File: src/rtl/color_pkg.sv
// Shared types and codes for the Color command/response link.
package color_pkg;

    localparam int unsigned CMD_W = 2;

    typedef enum logic {
        COLOR_BLUE = 1'b0,
        COLOR_RED  = 1'b1
    } color_t;

    localparam logic [CMD_W-1:0] CMD_TOGGLE = 2'h1;
    localparam logic [CMD_W-1:0] CMD_HOLD   = 2'h0;
    localparam logic [CMD_W-1:0] CMD_IDLE   = 2'h3;

    localparam logic [CMD_W-1:0] RSP_RED  = 2'h2;
    localparam logic [CMD_W-1:0] RSP_BLUE = 2'h1;

    typedef enum logic [1:0] {
        ST_IDLE  = 2'd0,
        ST_STEER = 2'd1,
        ST_HOLD  = 2'd2,
        ST_DONE  = 2'd3
    } drv_state_t;

    // Response code the FSM reports while sitting in colour c.
    function automatic logic [CMD_W-1:0] rsp_code(input color_t c);
        return (c == COLOR_RED) ? RSP_RED : RSP_BLUE;
    endfunction

endpackage

File: src/rtl/sat_counter.sv
// Saturating up-counter with synchronous clear.
module sat_counter #(
    parameter int unsigned W = 16
) (
    input  logic         clk,
    input  logic         rst,
    input  logic         inc_i,
    input  logic         clr_i,
    output logic [W-1:0] count_o
);

    logic [W-1:0] count_q;
    logic [W-1:0] count_d;

    always_comb begin
        count_d = count_q;
        if (clr_i) begin
            count_d = '0;
        end else if (inc_i && (count_q != {W{1'b1}})) begin
            count_d = count_q + W'(1);
        end
    end

    always_ff @(posedge clk or posedge rst) begin
        if (rst) begin
            count_q <= '0;
        end else begin
            count_q <= count_d;
        end
    end

    assign count_o = count_q;

endmodule

File: src/rtl/color_cmd_driver.sv
// Initiator for the Color FSM: steers to a target colour, holds, and checks
// each response against a shadow of the FSM state.
module color_cmd_driver
    import color_pkg::*;
#(
    parameter int unsigned CNT_W = 8,
    parameter int unsigned ERR_W = 16
) (
    input  logic             clk,
    input  logic             rst,
    input  logic             req_valid,
    output logic             req_ready,
    input  logic             req_color,
    input  logic [CNT_W-1:0] req_hold,
    output logic [CMD_W-1:0] cmd,
    input  logic [CMD_W-1:0] rsp,
    output logic             busy,
    output logic             done,
    output logic             mismatch,
    output logic [ERR_W-1:0] err_count,
    output logic             shadow_color
);

    drv_state_t       state_q,  state_d;
    color_t           shadow_q, shadow_d;
    color_t           target_q, target_d;
    logic [CNT_W-1:0] cnt_q,    cnt_d;
    logic             mismatch_q;

    logic             chk_en;
    logic [CMD_W-1:0] exp_rsp;
    logic             fail;

    // Next-state and command decode; cmd depends on registers only.
    always_comb begin
        state_d   = state_q;
        shadow_d  = shadow_q;
        target_d  = target_q;
        cnt_d     = cnt_q;
        cmd       = CMD_IDLE;
        chk_en    = 1'b0;
        exp_rsp   = RSP_RED;
        req_ready = 1'b0;
        busy      = 1'b1;
        done      = 1'b0;

        unique case (state_q)
            ST_IDLE: begin
                req_ready = 1'b1;
                busy      = 1'b0;
                if (req_valid) begin
                    target_d = color_t'(req_color);
                    cnt_d    = req_hold;
                    state_d  = ST_STEER;
                end
            end
            ST_STEER: begin
                if (shadow_q != target_q) begin
                    cmd      = CMD_TOGGLE;
                    shadow_d = (shadow_q == COLOR_RED) ? COLOR_BLUE : COLOR_RED;
                    chk_en   = 1'b1;
                    exp_rsp  = rsp_code(shadow_d);
                end
                // A zero hold count skips the hold phase entirely.
                state_d = (cnt_q == '0) ? ST_DONE : ST_HOLD;
            end
            ST_HOLD: begin
                if (cnt_q == '0) begin
                    state_d = ST_DONE;
                end else begin
                    if (shadow_q == COLOR_RED) begin
                        cmd     = CMD_HOLD;
                        chk_en  = 1'b1;
                        exp_rsp = RSP_RED;
                    end
                    cnt_d = cnt_q - CNT_W'(1);
                    if (cnt_q == CNT_W'(1)) begin
                        state_d = ST_DONE;
                    end
                end
            end
            ST_DONE: begin
                done    = 1'b1;
                state_d = ST_IDLE;
            end
            default: state_d = ST_IDLE;
        endcase
    end

    assign fail = chk_en && (rsp != exp_rsp);

    always_ff @(posedge clk or posedge rst) begin
        if (rst) begin
            state_q    <= ST_IDLE;
            shadow_q   <= COLOR_RED;
            target_q   <= COLOR_RED;
            cnt_q      <= '0;
            mismatch_q <= 1'b0;
        end else begin
            state_q    <= state_d;
            shadow_q   <= shadow_d;
            target_q   <= target_d;
            cnt_q      <= cnt_d;
            mismatch_q <= fail;
        end
    end

    sat_counter #(
        .W(ERR_W)
    ) u_err_cnt (
        .clk     (clk),
        .rst     (rst),
        .inc_i   (fail),
        .clr_i   (1'b0),
        .count_o (err_count)
    );

    assign mismatch     = mismatch_q;
    assign shadow_color = shadow_q;

endmodule

File: config.mk
export PLATFORM = sky130hd
export DESIGN_NAME = color_cmd_driver
export DESIGN_NICKNAME = d
export VERILOG_FILES = /design/src/rtl/color_pkg.sv /design/src/rtl/sat_counter.sv /design/src/rtl/color_cmd_driver.sv
export SDC_FILE = /design/constraint.sdc
export NUM_CORES = 1
export LEC_CHECK = 0
export CAP_MARGIN = 20
export CELL_PAD_IN_SITES_DETAIL_PLACEMENT = 1
export CELL_PAD_IN_SITES_GLOBAL_PLACEMENT = 1
export CORE_UTILIZATION = 42
export DETAILED_ROUTE_END_ITERATION = 7
export PLACE_DENSITY_LB_ADDON = 0.3
export SYNTH_ARGS = -nofsm -noshare
export SYNTH_HDL_FRONTEND = slang
export SYNTH_HIERARCHICAL = 1
export SYNTH_SLANG_ARGS = --single-unit
File: constraint.sdc
create_clock -name clk -period 8.5 [get_ports clk]
set_clock_uncertainty 0.1 [all_clocks]
set_input_delay 0.85 -clock clk [delete_from_list [all_inputs] [get_ports clk]]
set_output_delay 0.85 -clock clk [all_outputs]
set_load 0.03 [all_outputs]
==> results of run 1 <==
critical path, stage by stage, from the launching register on:
cell	delay [ns]
dfrtp_1	0.42
inv_1	0.09
ha_1	0.23
nor4b_2	0.53
nand2_1	0.30
a21bo_2	0.29
nand3b_1	0.07
clkdlybuf4s50_1	0.67
metrics by stage:
step                      area, sq um  power (mW)  worst slack [ns]  utilization (%)
final                            2455      0.3257             4.660            55.61
after global routing             2455      0.3347             4.480            55.61
after CTS                        2455      0.3281             4.671            55.61
after detailed placement         2321      0.1529             4.834            52.58
after global placement           2321      0.1526             4.988            52.58
after floorplan                  1956      0.1460             5.626                -
registers in the layout (all words and copies together), names as in the netlist:
name	flops
mismatch	1
shadow_color	1
cnt_q	8
state_q	2
u_err_cnt/count_o	16
target_q	1
per-layer routing:
metal	track usage (%)	vias to the layer above
li1	-	890
met1	34.68	934
met2	34.50	45
met3	4.762	6
met4	7.333	0
met5	0	-
cell families after synthesis:
family | synth area share [%]
fa+ha+maj | 5.119
simple gates | 27.83
xor+xnor | 0.4479
compound gates | 20.15
buf+inv | 5.758
other cells | 0.1918
mux | 3.263
flops | 37.24
worst max-delay path by stage:
stage,end,slack [ns],depth (start not counted)
floorplan,u_err_cnt/count_o[13],5.63,11
global placement,u_err_cnt/count_o[13],4.99,9
detailed placement,u_err_cnt/count_o[13],4.83,8
CTS,cmd[0],4.67,7
global route,cmd[0],4.48,7
finish,cmd[0],4.66,7
final cells by class:
cell class | count | share of cell area [%]
Tap cell | 52 | 2.650
Timing Repair Buffer | 36 | 14.68
Multi-Input combinational cell | 167 | 45.41
Clock inverter | 3 | 2.650
Sequential cell | 29 | 29.66
Clock buffer | 5 | 2.803
Inverter | 14 | 2.141
power breakdown:
group / internal, mW / switching, mW
clock network: 0.116 / 0.0586
registers: 0.138 / 0
logic: 0.00614 / 0.00647
total: 0.261 / 0.0651
cells in the final DEF (no fill, tap or decap), types with 2 or more instances in the layout:
master            n
or4_1             6
clkbuf_8          5
o22ai_1           2
nand3_1          15
nand2_1          13
or3_1             7
nand4_1           5
dfrtp_1          27
nor4_1            5
inv_1            14
nor2_1           10
o41ai_1           2
a22oi_1           2
nand2b_1          6
mux2_2            3
nor3b_1           2
a21oi_1          21
nor2b_1           4
dfstp_2           2
o211ai_1          2
and4_1            2
a31oi_1           4
o21ai_0          10
ha_1              8
nor3_1            8
o31ai_1           6
bufinv_16         2
nand3b_1          2
or4_4             2
mux2i_1           3
clkdlybuf4s50_1  36
==> flow_summary_export.csv, run 1 <==
group,metric,value,unit
run_status,status,"complete, no violations",
floorplan,num_rows,24,
synth,synth_common_cells,"dfrtp_1 (27), a21oi_1 (21), nand3_1 (15)",
synth,synthTopCellsByArea,"dfrtp_1 (35%), a21oi_1 (5.4%), ha_1 (5.1%)",
placed_design,port_buffers,36,
floorplan,io_pins,37,
drt,vias_per_cell,6.127,
layout,seq_area,728.2,sq um
drt,highest_layer,"met4",
cts,cts_made_buffers,5,
worst_setup_path,end_kind,"output pin",
cts,root_buffer,"clkbuf_8",
synth,ys_warn_count,6,
synth,async_reset_ff_share,100.0,%
synth,ys_ff_latch,29,
worst_setup_path,crit_arrival,2.89,ns
floorplan,die_w,70.24,um
timing,final-setup-viol-count,0,
drt,drt_iter0_markers,111,
timing,fin_tns_setup,0,ns
layout,layout-drive-gt1-share,9.055,%
worst_setup_path,r2r_setup_slack,4.77,ns
pwr,peakVddDrop,0.07822,mV
synth,synth_top_area_share,34.55,%
layout,multi_input_area,0.001115,sq mm
placed_design,dp_hpwl,3745,um
synth,synth_edf_count,0,
synth,netlist_area,0.001956,sq mm
global_routing,track_usage,23.55,%
layout,syn_to_final_growth,25.53,%
layout,nets,275,
cts,numClockSinks,29,
run,maxCapViolations,0,
drt,wl_per_cell,17.47,um
global_routing,first_global_vias,1890,
drt,drc,0,
layout,layout.cells.non_filler,306,
synth,yosysMostFrequentCell,"dfrtp_1",
timing,hold_viol_final,0,
floorplan,placeableCoreArea,0.004414,sq mm
global_routing,grt_overflow_total,0,
synth,avgSynthCellArea,8.849,sq um
cts,clockBufferDepth,2,
floorplan,die_h,70.24,um
timing,rsz0062_at_grt,"no",
cts,clk_pin_slew,0.07,ns
worst_setup_path,rr_startpoint,"state_q[0]",
cts,ctsHoldBuffers,0,
worst_setup_path,rr_endpoint,"u_err_cnt/count_o[13]",
timing,worst_pin_slew,0.9204,ns
synth,synth_top_area_cell,"dfrtp_1",
min_path,hp-class,"flip-flop to flip-flop",
worst_setup_path,cp-start-kind,"flip-flop",
worst_setup_path,crit_type,"flip-flop to output pin",
global_routing,grt_pass1_wl,9259,um
timing,period_share,45.18,%
synth,synth.distinct_cells,51,
worst_setup_path,startpoint,"cnt_q[0]",
drt,wl_met2,2400,um
placed_design,place.gp.congestion,0.8026,
pwr,power_density,132.7,mW/mm^2
worst_setup_path,cp_max_fo,6,
timing,drv_slew,0,
floorplan,die_area,0.004933,sq mm
worst_setup_path,r2r_cells,8,
timing,hold_ws,0.4430,ns
synth,synth_flop_cell,"dfrtp_1",
cts,cts_setup_buffers,0,
drt,routed_wl,5345,um
synth,synth_cells,221,
placed_design,dp_cells,298,
min_path,holdPathEnd,"shadow_color",
floorplan,initial_core_util,44.30,%
min_path,hold_depth,1,
timing,fin_crit,3.840,ns
drt,met1Wirelength,2665,um
drt,antenna_left,0,
global_routing,antenna_found_initial,0,
cts,cts_tree,"yes",
drt,drt-pass1-iter-count,4,
synth,syn_nets,243,
worst_setup_path,crit_required,7.55,ns
global_routing,grt_start_max_net_pins,27,
pwr,power_leakage,0.9602,nW
drt,wl_met3,218,um
timing,maxSlewHeadroom,38.64,%
cts,worstSkewPairLatency,0.29,ns
cts,cts_resized,0,
drt,via_count,1875,
timing,timing.fmax,0.2604,GHz
cts,h-tree-depth,2,
layout,n_fill_cell,523,
synth,synth-seq-area-share,37.24,%
min_path,hp-start,"shadow_color",
layout,num_antenna_cells,0,
Power figures use the tool's default switching activity.
==> inputs of run 2 (changes only) <==
Settings changed: CORE_UTILIZATION 42 to 35.
Clock period 8.5 ns to 3.3 ns, I/O delays scaled along.
==> run 2 against run 1 <==
Net effect:
- non-clock buffer count grew 5
- critical path depth grew 1
- worst setup slack lost 4.5 ns
- sequential power grew to 2.6 times the previous value
- register-to-register slack lost 4.6 ns
- global-route usage shrank 2.9 points
- design area grew 0.46%
- largest power group is now sequential cells
- sequential share of layout area shrank 0.14 points
- combinational power grew to 2.6 times the previous value
==> flow_summary_export.csv, run 2 (synthesis results as in run 1) <==
group,metric,value,unit
worst_setup_path,cp_max_fo,6,
floorplan,io_pins,37,
floorplan,die_area,0.005891,sq mm
worst_setup_path,r2r_cells,12,
layout,layout_commonest_cell,"clkdlybuf4s50_1",
pwr,power_leakage,0.9563,nW
timing,period_share,93.95,%
floorplan,initial_core_util,37.34,%
floorplan,die_h,76.75,um
floorplan,num_rows,26,
timing,drv_slew,0,
floorplan,die_w,76.75,um
floorplan,placeableCoreArea,0.005238,sq mm
cts,h-tree-depth,2,
timing,timing.fmax,0.3225,GHz
run,maxCapViolations,0,
worst_setup_path,crit_arrival,2.67,ns
layout,largest_reg_flops,16,
cts,cts_made_buffers,5,
placed_design,dp_hpwl,3977,um
placed_design,place.gp.congestion,0.7611,
cts,worstSkewPairLatency,0.28,ns
cts,root_buffer,"clkbuf_8",
layout,fin_util,47.09,%
cts,cts_tree,"yes",
global_routing,track_usage,20.60,%
global_routing,antenna_found_initial,0,
cts,numClockSinks,29,
cts,clockBufferDepth,2,
cts,clk_pin_slew,0.07,ns
drt,wl_per_cell,17.17,um
layout,final_cell_mix,"clkdlybuf4s50_1 (36), dfrtp_1 (27), a21oi_1 (21), inv_1 (14), nand3_1 (14)",
layout,nets,280,
cts,ctsHoldBuffers,0,
timing,rsz0062_at_grt,"no",
global_routing,grt_start_max_net_pins,26,
worst_setup_path,crit_type,"flip-flop to output pin",
global_routing,grt_pass1_wl,9625,um
timing,final-setup-viol-count,0,
timing,fin_crit,3.100,ns
layout,n_fill_cell,622,
timing,fin_tns_setup,0,ns
drt,antenna_left,0,
global_routing,first_global_vias,1914,
min_path,hp-class,"input pin to async pin",
timing,hold_viol_final,0,
layout,layout-drive-gt1-share,10.04,%
worst_setup_path,cp-start-kind,"flip-flop",
layout,num_antenna_cells,0,
worst_setup_path,rr_startpoint,"cnt_q[0]",
drt,drt-pass1-iter-count,4,
worst_setup_path,r2r_setup_slack,0.20,ns
worst_setup_path,rr_endpoint,"u_err_cnt/count_o[12]",
drt,routed_wl,5648,um
timing,worst_pin_slew,0.7584,ns
worst_setup_path,crit_required,2.87,ns
placed_design,port_buffers,36,
drt,via_count,1884,
drt,drt_iter0_markers,115,
timing,maxSlewHeadroom,48.97,%
run_status,status,"complete, no violations",
layout,syn_to_final_growth,26.10,%
pwr,peakVddDrop,0.1815,mV
drt,vias_per_cell,5.726,
worst_setup_path,end_kind,"output pin",
global_routing,grt_overflow_total,0,
pwr,power_density,274.3,mW/mm^2
drt,drc,0,
-- run 2: cell count changes in the layout (fill, tap and decap cells not counted), sizes merged --
cell and change:
buf +5, clkbuf +3, bufinv -2, clkinv -1
-- run 2: worst max path at each step --
stage,from,end,cells after the start
2_1_floorplan,state_q[0],u_err_cnt/count_o[13],11
3_3_place_gp,cnt_q[0],u_err_cnt/count_o[13],11
3_5_place_dp,cnt_q[0],u_err_cnt/count_o[13],11
4_1_cts,cnt_q[0],u_err_cnt/count_o[13],11
5_1_grt,cnt_q[0],u_err_cnt/count_o[13],11
6_report,cnt_q[0],cmd[0],8
-- run 2: worst max-delay path, stage by stage (launching register included) --
cell             delay, ns
dfrtp_1               0.43
inv_1                 0.10
ha_1                  0.26
nor4b_2               0.23
buf_4                 0.18
nand2_1               0.16
a21bo_2               0.28
nand3b_1              0.08
clkdlybuf4s50_1       0.67
-- run 2: final cells by class --
type | instances | area [sq um] | share of cell area [%]
clock buffer | 8 | 80.08 | 3.247
inverter | 14 | 52.55 | 2.131
multi-input combinational | 167 | 1120 | 45.41
sequential | 29 | 728.2 | 29.53
tap | 70 | 87.58 | 3.551
timing repair buffer | 41 | 397.9 | 16.13
-- run 2: power breakdown --
group / internal (mW) / switching, mW
Sequential: 0.356 / 0
Combinational: 0.0158 / 0.0166
Clock: 0.150 / 0.139
-- run 2: metrics by stage --
stage / instance area (sq um) / std cells / power [mW] / setup slack [ns] / hold WS, ns
finish: 2466 / 329 / 0.6764 / 0.1996 / 0.3254
CTS: 2461 / 329 / 0.6821 / 0.1624 / 0.3497
global route: 2466 / 329 / 0.7067 / 0.07290 / 0.4246
detailed placement: 2381 / 321 / 0.3940 / 0.1905 / 0.4182
global placement: 2381 / 321 / 0.3934 / 0.3860 / 0.4125
floorplan: 1956 / 221 / 0.3760 / 0.4261 / 0.1055
-- run 2: repair_timing --
action / CTS / global route
setup endpoints to repair: 0 / 1
setup buffers: 0 / 0
resized for setup: 0 / 1
-- run 2: metal layers --
metal	share of wire (%)	track usage [%]
met2	45	30.80
met5	0	0
met1	50	29.09
met3	3.7	4.167
met4	1.5	7.500
==> inputs of run 3 (changes only) <==
Settings changed: ABC_AREA set to 1, CORE_UTILIZATION 35 to 34.
==> run 3 against run 2 <==
Net effect:
- utilization is 1.5 points lower
- global-route usage is 0.46 points lower
- die area is 8.2% higher
- non-clock buffer count is 5 lower
- worst setup slack better by 0.19 ns
- final cell count is 25% higher
- sequential share of layout area is 1.4 points lower
- clock power is 16% higher
- flip-flop and latch count stayed put
- hold slack better by 0.011 ns
==> flow_summary_export.csv, run 3 <==
group,metric,value,unit
cts,clockBufferDepth,2,
timing,drv_slew,0,
timing,hold_viol_final,0,
cts,worstSkewPairLatency,0.28,ns
drt,drt_iter0_markers,101,
synth,async_reset_ff_share,100.0,%
cts,h-tree-depth,2,
drt,wl_per_cell,14.08,um
cts,clk_pin_slew,0.07,ns
synth,yosysMostFrequentCell,"nand2_1",
worst_setup_path,crit_type,"flip-flop to flip-flop",
floorplan,placeableCoreArea,0.005675,sq mm
pwr,power_density,739.2,mW/mm^2
drt,vias_per_cell,4.920,
placed_design,port_buffers,36,
synth,synth_common_cells,"nand2_1 (102), inv_1 (34), nor2_1 (31)",
synth,synth_top_area_cell,"dfrtp_1",
global_routing,track_usage,20.14,%
cts,cts_made_buffers,5,
synth,synthTopCellsByArea,"dfrtp_1 (33%), nand2_1 (19%), inv_1 (6.2%)",
placed_design,place.gp.congestion,0.7913,
synth,synth-compound-area-share,6.740,%
worst_setup_path,cp_max_fo,14,
pwr,power_leakage,1.271,nW
layout,layout-drive-gt1-share,9.412,%
layout,layout_commonest_cell,"nand2_1",
synth,ys_ff_latch,29,
placed_design,place_area,0.002484,sq mm
worst_setup_path,cp_common_cell,"inv_1",
worst_setup_path,critPathSlowestCell,"nor2_2",
global_routing,grt_start_max_net_pins,17,
floorplan,io_pins,37,
synth,synth_flop_cell,"dfrtp_1",
drt,routed_wl,5800,um
floorplan,num_rows,27,
drt,met1Wirelength,2841,um
timing,fin_crit,2.906,ns
drt,wl_met2,2737,um
worst_setup_path,startpoint,"state_q[0]",
timing,fin_tns_setup,0,ns
drt,drt-pass1-iter-count,4,
cts,ctsHoldBuffers,0,
drt,wl_met3,164,um
cts,numClockSinks,29,
drt,antenna_left,0,
synth,synth-adder-area-share,4.857,%
worst_setup_path,critical_path.max_stage_delay,0.53,ns
cts,cts_resized,0,
layout,final_cell_mix,"nand2_1 (102), clkdlybuf4s50_1 (36), inv_1 (34), nor2_1 (31), dfrtp_1 (27)",
layout,num_antenna_cells,0,
cts,root_buffer,"clkbuf_8",
synth,yosys.area_share.simple,42.02,%
timing,period_share,88.07,%
synth,synth_xor_area_share,2.125,%
timing,maxSlewHeadroom,55.78,%
synth,synth_cells,298,
timing,worst_pin_slew,0.6626,ns
layout,syn_to_final_growth,25.44,%
worst_setup_path,end_kind,"flip-flop",
synth,synth.distinct_cells,33,
global_routing,antenna_found_initial,0,
drt,drc,0,
layout,largest_reg_flops,16,
worst_setup_path,r2r_cells,11,
timing,final-setup-viol-count,0,
synth,synth-seq-area-share,35.34,%
run,maxCapViolations,0,
placed_design,dp_hpwl,4489,um
synth,synth_top_family_by_area,"simple AND/OR/NAND/NOR gates",
synth,avgSynthCellArea,6.915,sq um
worst_setup_path,crit_chain,"inv_1, ha_1, inv_1, nor2_1, a21oi_1, nor2_1, inv_1, nor2_2, nor2_4, nand2_1, nand2_1",
pwr,peakVddDrop,0.4670,mV
timing,timing.fmax,0.3441,GHz
cts,cts_setup_buffers,0,
drt,highest_layer,"met4",
synth,synthMuxAreaShare,0,%
global_routing,grt_overflow_total,0,
global_routing,grt_pass1_wl,9977,um
min_path,hp-class,"input pin to async pin",
worst_setup_path,rr_startpoint,"state_q[0]",
worst_setup_path,cp-start-kind,"flip-flop",
floorplan,die_h,79.85,um
synth,ys_warn_count,6,
floorplan,die_w,79.85,um
timing,rsz0062_at_grt,"no",
synth,synth_edf_count,0,
worst_setup_path,crit_arrival,2.98,ns
run_status,status,"complete, no violations",
floorplan,initial_core_util,36.31,%
worst_setup_path,crit_required,3.38,ns
layout,nets,361,
cts,cts_tree,"yes",
layout,final_cell_area,0.002585,sq mm
synth,netlist_area,0.002061,sq mm
global_routing,first_global_vias,2141,
floorplan,die_area,0.006376,sq mm
drt,via_count,2027,
synth,synth_top_area_share,32.79,%
[run 3: cell type report]
class / instances / area [sq um]
Fill cell: 752 / 3090
Multi-Input combinational cell: 230 / 1164
Sequential cell: 29 / 728.2
Timing Repair Buffer: 36 / 360.3
Inverter: 37 / 141.4
Clock buffer: 7 / 96.34
Tap cell: 72 / 90.09
Clock inverter: 1 / 5.005
[run 3: per-stage QoR]
step | total power, mW | worst slack [ns] | std cells | utilization [%] | hold slack, ns
floorplan | 1.282 | 1.122 | 301 | - | 0.1055
global placement | 1.541 | 0.5693 | 404 | 43.76 | 0.3756
detailed placement | 1.591 | 0.3591 | 404 | 43.76 | 0.4043
CTS | 1.935 | 0.3462 | 412 | 45.55 | 0.3593
global route | 2.075 | 0.07315 | 412 | 45.55 | 0.4028
finish | 1.911 | 0.3938 | 412 | 45.55 | 0.3361
[run 3: path summary, 6_finish.rpt]
check                                       end  slack (ns)
setup reg to reg           u_err_cnt/count_o[4]        0.39
setup / recovery           u_err_cnt/count_o[4]        0.39
hold / removal                         cnt_q[7]        0.34
hold reg to reg                        target_q        0.40
max in group asynchronous  u_err_cnt/count_o[8]        2.30
min in group clk                       target_q        0.40
[run 3: cells by family (layout without fill, tap and decap cells)]
| family | after synthesis | after routing |
|---|---|---|
| AO/OA/AOI/OAI | 25 | 25 |
| XOR/XNOR | 5 | 5 |
| adder cells (fa/ha/maj) | 8 | 8 |
| buffers and inverters | 42 | 81 |
| flip-flops | 29 | 29 |
| other | 1 | 4 |
| AND/OR/NAND/NOR | 188 | 188 |
[run 3: routing by layer]
| layer | up-vias | global-route usage (%) |
|---|---|---|
| met5 | - | 0 |
| met4 | 0 | 5.714 |
| met3 | 6 | 3.771 |
| met2 | 31 | 33.68 |
| met1 | 978 | 26.30 |
| li1 | 1012 | - |
[run 3: power breakdown]
part / switching [mW] / leakage, nW / internal, mW
logic: 0.675 / 0.837 / 0.354
registers: 0.0918 / 0.380 / 0.454
clock network: 0.147 / 0.0542 / 0.188
[run 3: critical path, delay by kind of cell, from the launching register on]
family | cells | cell delay [ns]
DFF | 1 | 0.43
and+or+nand+nor | 6 | 1.30
AOI/OAI and AO/OA | 1 | 0.06
adders and majority gates | 1 | 0.38
buffers and inverters | 3 | 0.52
==> variant, RTL diff (flow settings as in run 2) <==
The parameter `CNT_W` goes from 8 to 12.
--- a/src/rtl/color_cmd_driver.sv
+++ b/src/rtl/color_cmd_driver.sv
@@ -4,5 +4,5 @@
     import color_pkg::*;
 #(
-    parameter int unsigned CNT_W = 8,
+    parameter int unsigned CNT_W = 12,
     parameter int unsigned ERR_W = 16
 ) (
Ports: changed (resized req_hold); port bits go from 37 to 41. The function was not compared with the original's and may differ.
==> variant against run 2 <==
- cell count up 9.1%
- synthesized area increased by 11%
- maximum frequency rose by 0.84%
- design area grew 11%
- setup slack improved by 0.026 ns
- hold slack gained 0.034 ns
- sequential share of layout area increased by 0.62 points
- wire length rose by 7.1%
- synthesized cell count is 9.0% higher
- sequential cell count grew 4
- global-route usage shrank 0.61 points
Power is not compared: it rests on default switching activity, and its combinational part moved more than twofold at a synthesized area within 25%.
==> variant: results <==
logic_synthesis:
  syn-num-nets: 268
  yosys_warnings: 6
  synth_xor_area_frac: 0.00405
  synthDistinctLibCells: 61
  synthAdderAreaFrac: 0.0521
  syn_area_per_cell_sq_um: 8.98
  synth.mux.area_fraction: 0.0347
  synth_compound_area_frac: 0.226
  synthTopCellsByArea: "dfrtp_1 (36%), ha_1 (5.2%), a21oi_1 (3.9%)"
  yosysSeqAreaShare: 0.383
  synthTopCellsByCount: "dfrtp_1 (31), a21oi_1 (17), nand2_1 (17), o21ai_0 (15)"
clocking:
  cts_setup_buffers: 0
  cts_buffer_depth: 2
  worstSkewPairLatency_ns: 0.30
  cts_buffers: 5
  clkTransAtPathRegs_ns: 0.08
  cts-root-buf: "clkbuf_8"
  htreeDepth: 2
  cts_resized: 0
route:
  vias_per_cell: 5.76
  detail-route-antenna-nets: 0
  drt_iter0_markers: 91
  wl_per_cell_um: 16.8
  num_vias: 2069
power:
  power.leakage_nw: 1.06
  peakVddDrop_mv: 0.477
finish:
  fill_cells: 717
  largest_reg_flops: 16
  diodes: 0
  nets: 310
  drive_gt1_frac: 0.0986
place:
  dpl.hpwl_um: 4410
  port-buffer-count: 40
  gp_congestion: 0.817
  dp.cells: 351
critical_path:
  slowest_stage: "clkdlybuf4s50_1"
  r2r-start: "cnt_q[0]$_DFFE_PP0P_"
  crit_family: "simple AND/OR/NAND/NOR gates"
  r2r_slack_ns: 0.43
  cp-endpoint: "cmd[1]"
  critical_path_arrival_ns: 2.64
  reg2reg_to: "u_err_cnt/count_o[13]$_DFFE_PP0P_"
  reg2reg_depth: 9
  cp_max_fo: 8
  startpoint: "cnt_q[10]$_DFFE_PP0P_"
grt:
  grt_pass1_wl_um: 9860
  grt_antenna_before_repair: 0
  grt_use_total: 0.200
  grt_pass1_vias: 2017
  grt_max_degree: 25
timing:
  finalSetupTns_ns: 0
  slew_viol_final: 0
  slew_headroom: 0.508
outcome:
  outcome: "completed"
[variant: cell count changes after synthesis, moves of 4 or more]
cell / delta
nand2_1: +4
dfrtp_1: +4
a21oi_1: -4
nand3_1: -4
o21ai_0: +5
[variant: per-stage QoR]
step | hold WS [ns] | setup slack (ns) | total power, mW | instance area, sq um | utilization
after global routing | 0.415 | 0.0742 | 2.30 | 2750 | 0.461
after global placement | 0.411 | 0.583 | 1.78 | 2650 | 0.444
final | 0.360 | 0.225 | 2.15 | 2750 | 0.461
after CTS | 0.384 | 0.262 | 2.16 | 2750 | 0.461
after detailed placement | 0.413 | 0.486 | 1.80 | 2650 | 0.444
after floorplan | 0.144 | 0.392 | 1.43 | 2160 | -
[variant: logic make-up after synthesis]
| kind of cell | after synthesis |
|---|---|
| xor gates and xnor gates | 1 |
| DFF | 33 |
| other | 1 |
| and+or+nand+nor | 94 |
| buffers and inverters | 23 |
| AOI/OAI and AO/OA | 73 |
| adders and majority gates | 9 |
| muxes | 7 |
[variant: power breakdown]
group | internal, mW | total, mW | switching [mW]
registers | 0.529 | 0.666 | 0.137
logic | 0.481 | 1.14 | 0.655
clock network | 0.189 | 0.346 | 0.158
[variant: cell type report]
| type | count | area share |
|---|---|---|
| multi-input cells | 185 | 0.450 |
| well taps | 75 | 0.0342 |
| clock buffers | 7 | 0.0351 |
| clock inverters | 1 | 0.00182 |
| flip-flops and latches | 33 | 0.301 |
| inverters | 13 | 0.0178 |
| repair buffers | 45 | 0.159 |
[variant: routing by layer]
layer,global-route usage,share of wire,up-vias
met3,0.0409,0.029,7
met1,0.273,0.49,1030
met4,0.0589,0.012,0
met2,0.315,0.47,30
li1,-,-,1002
met5,0,0,-
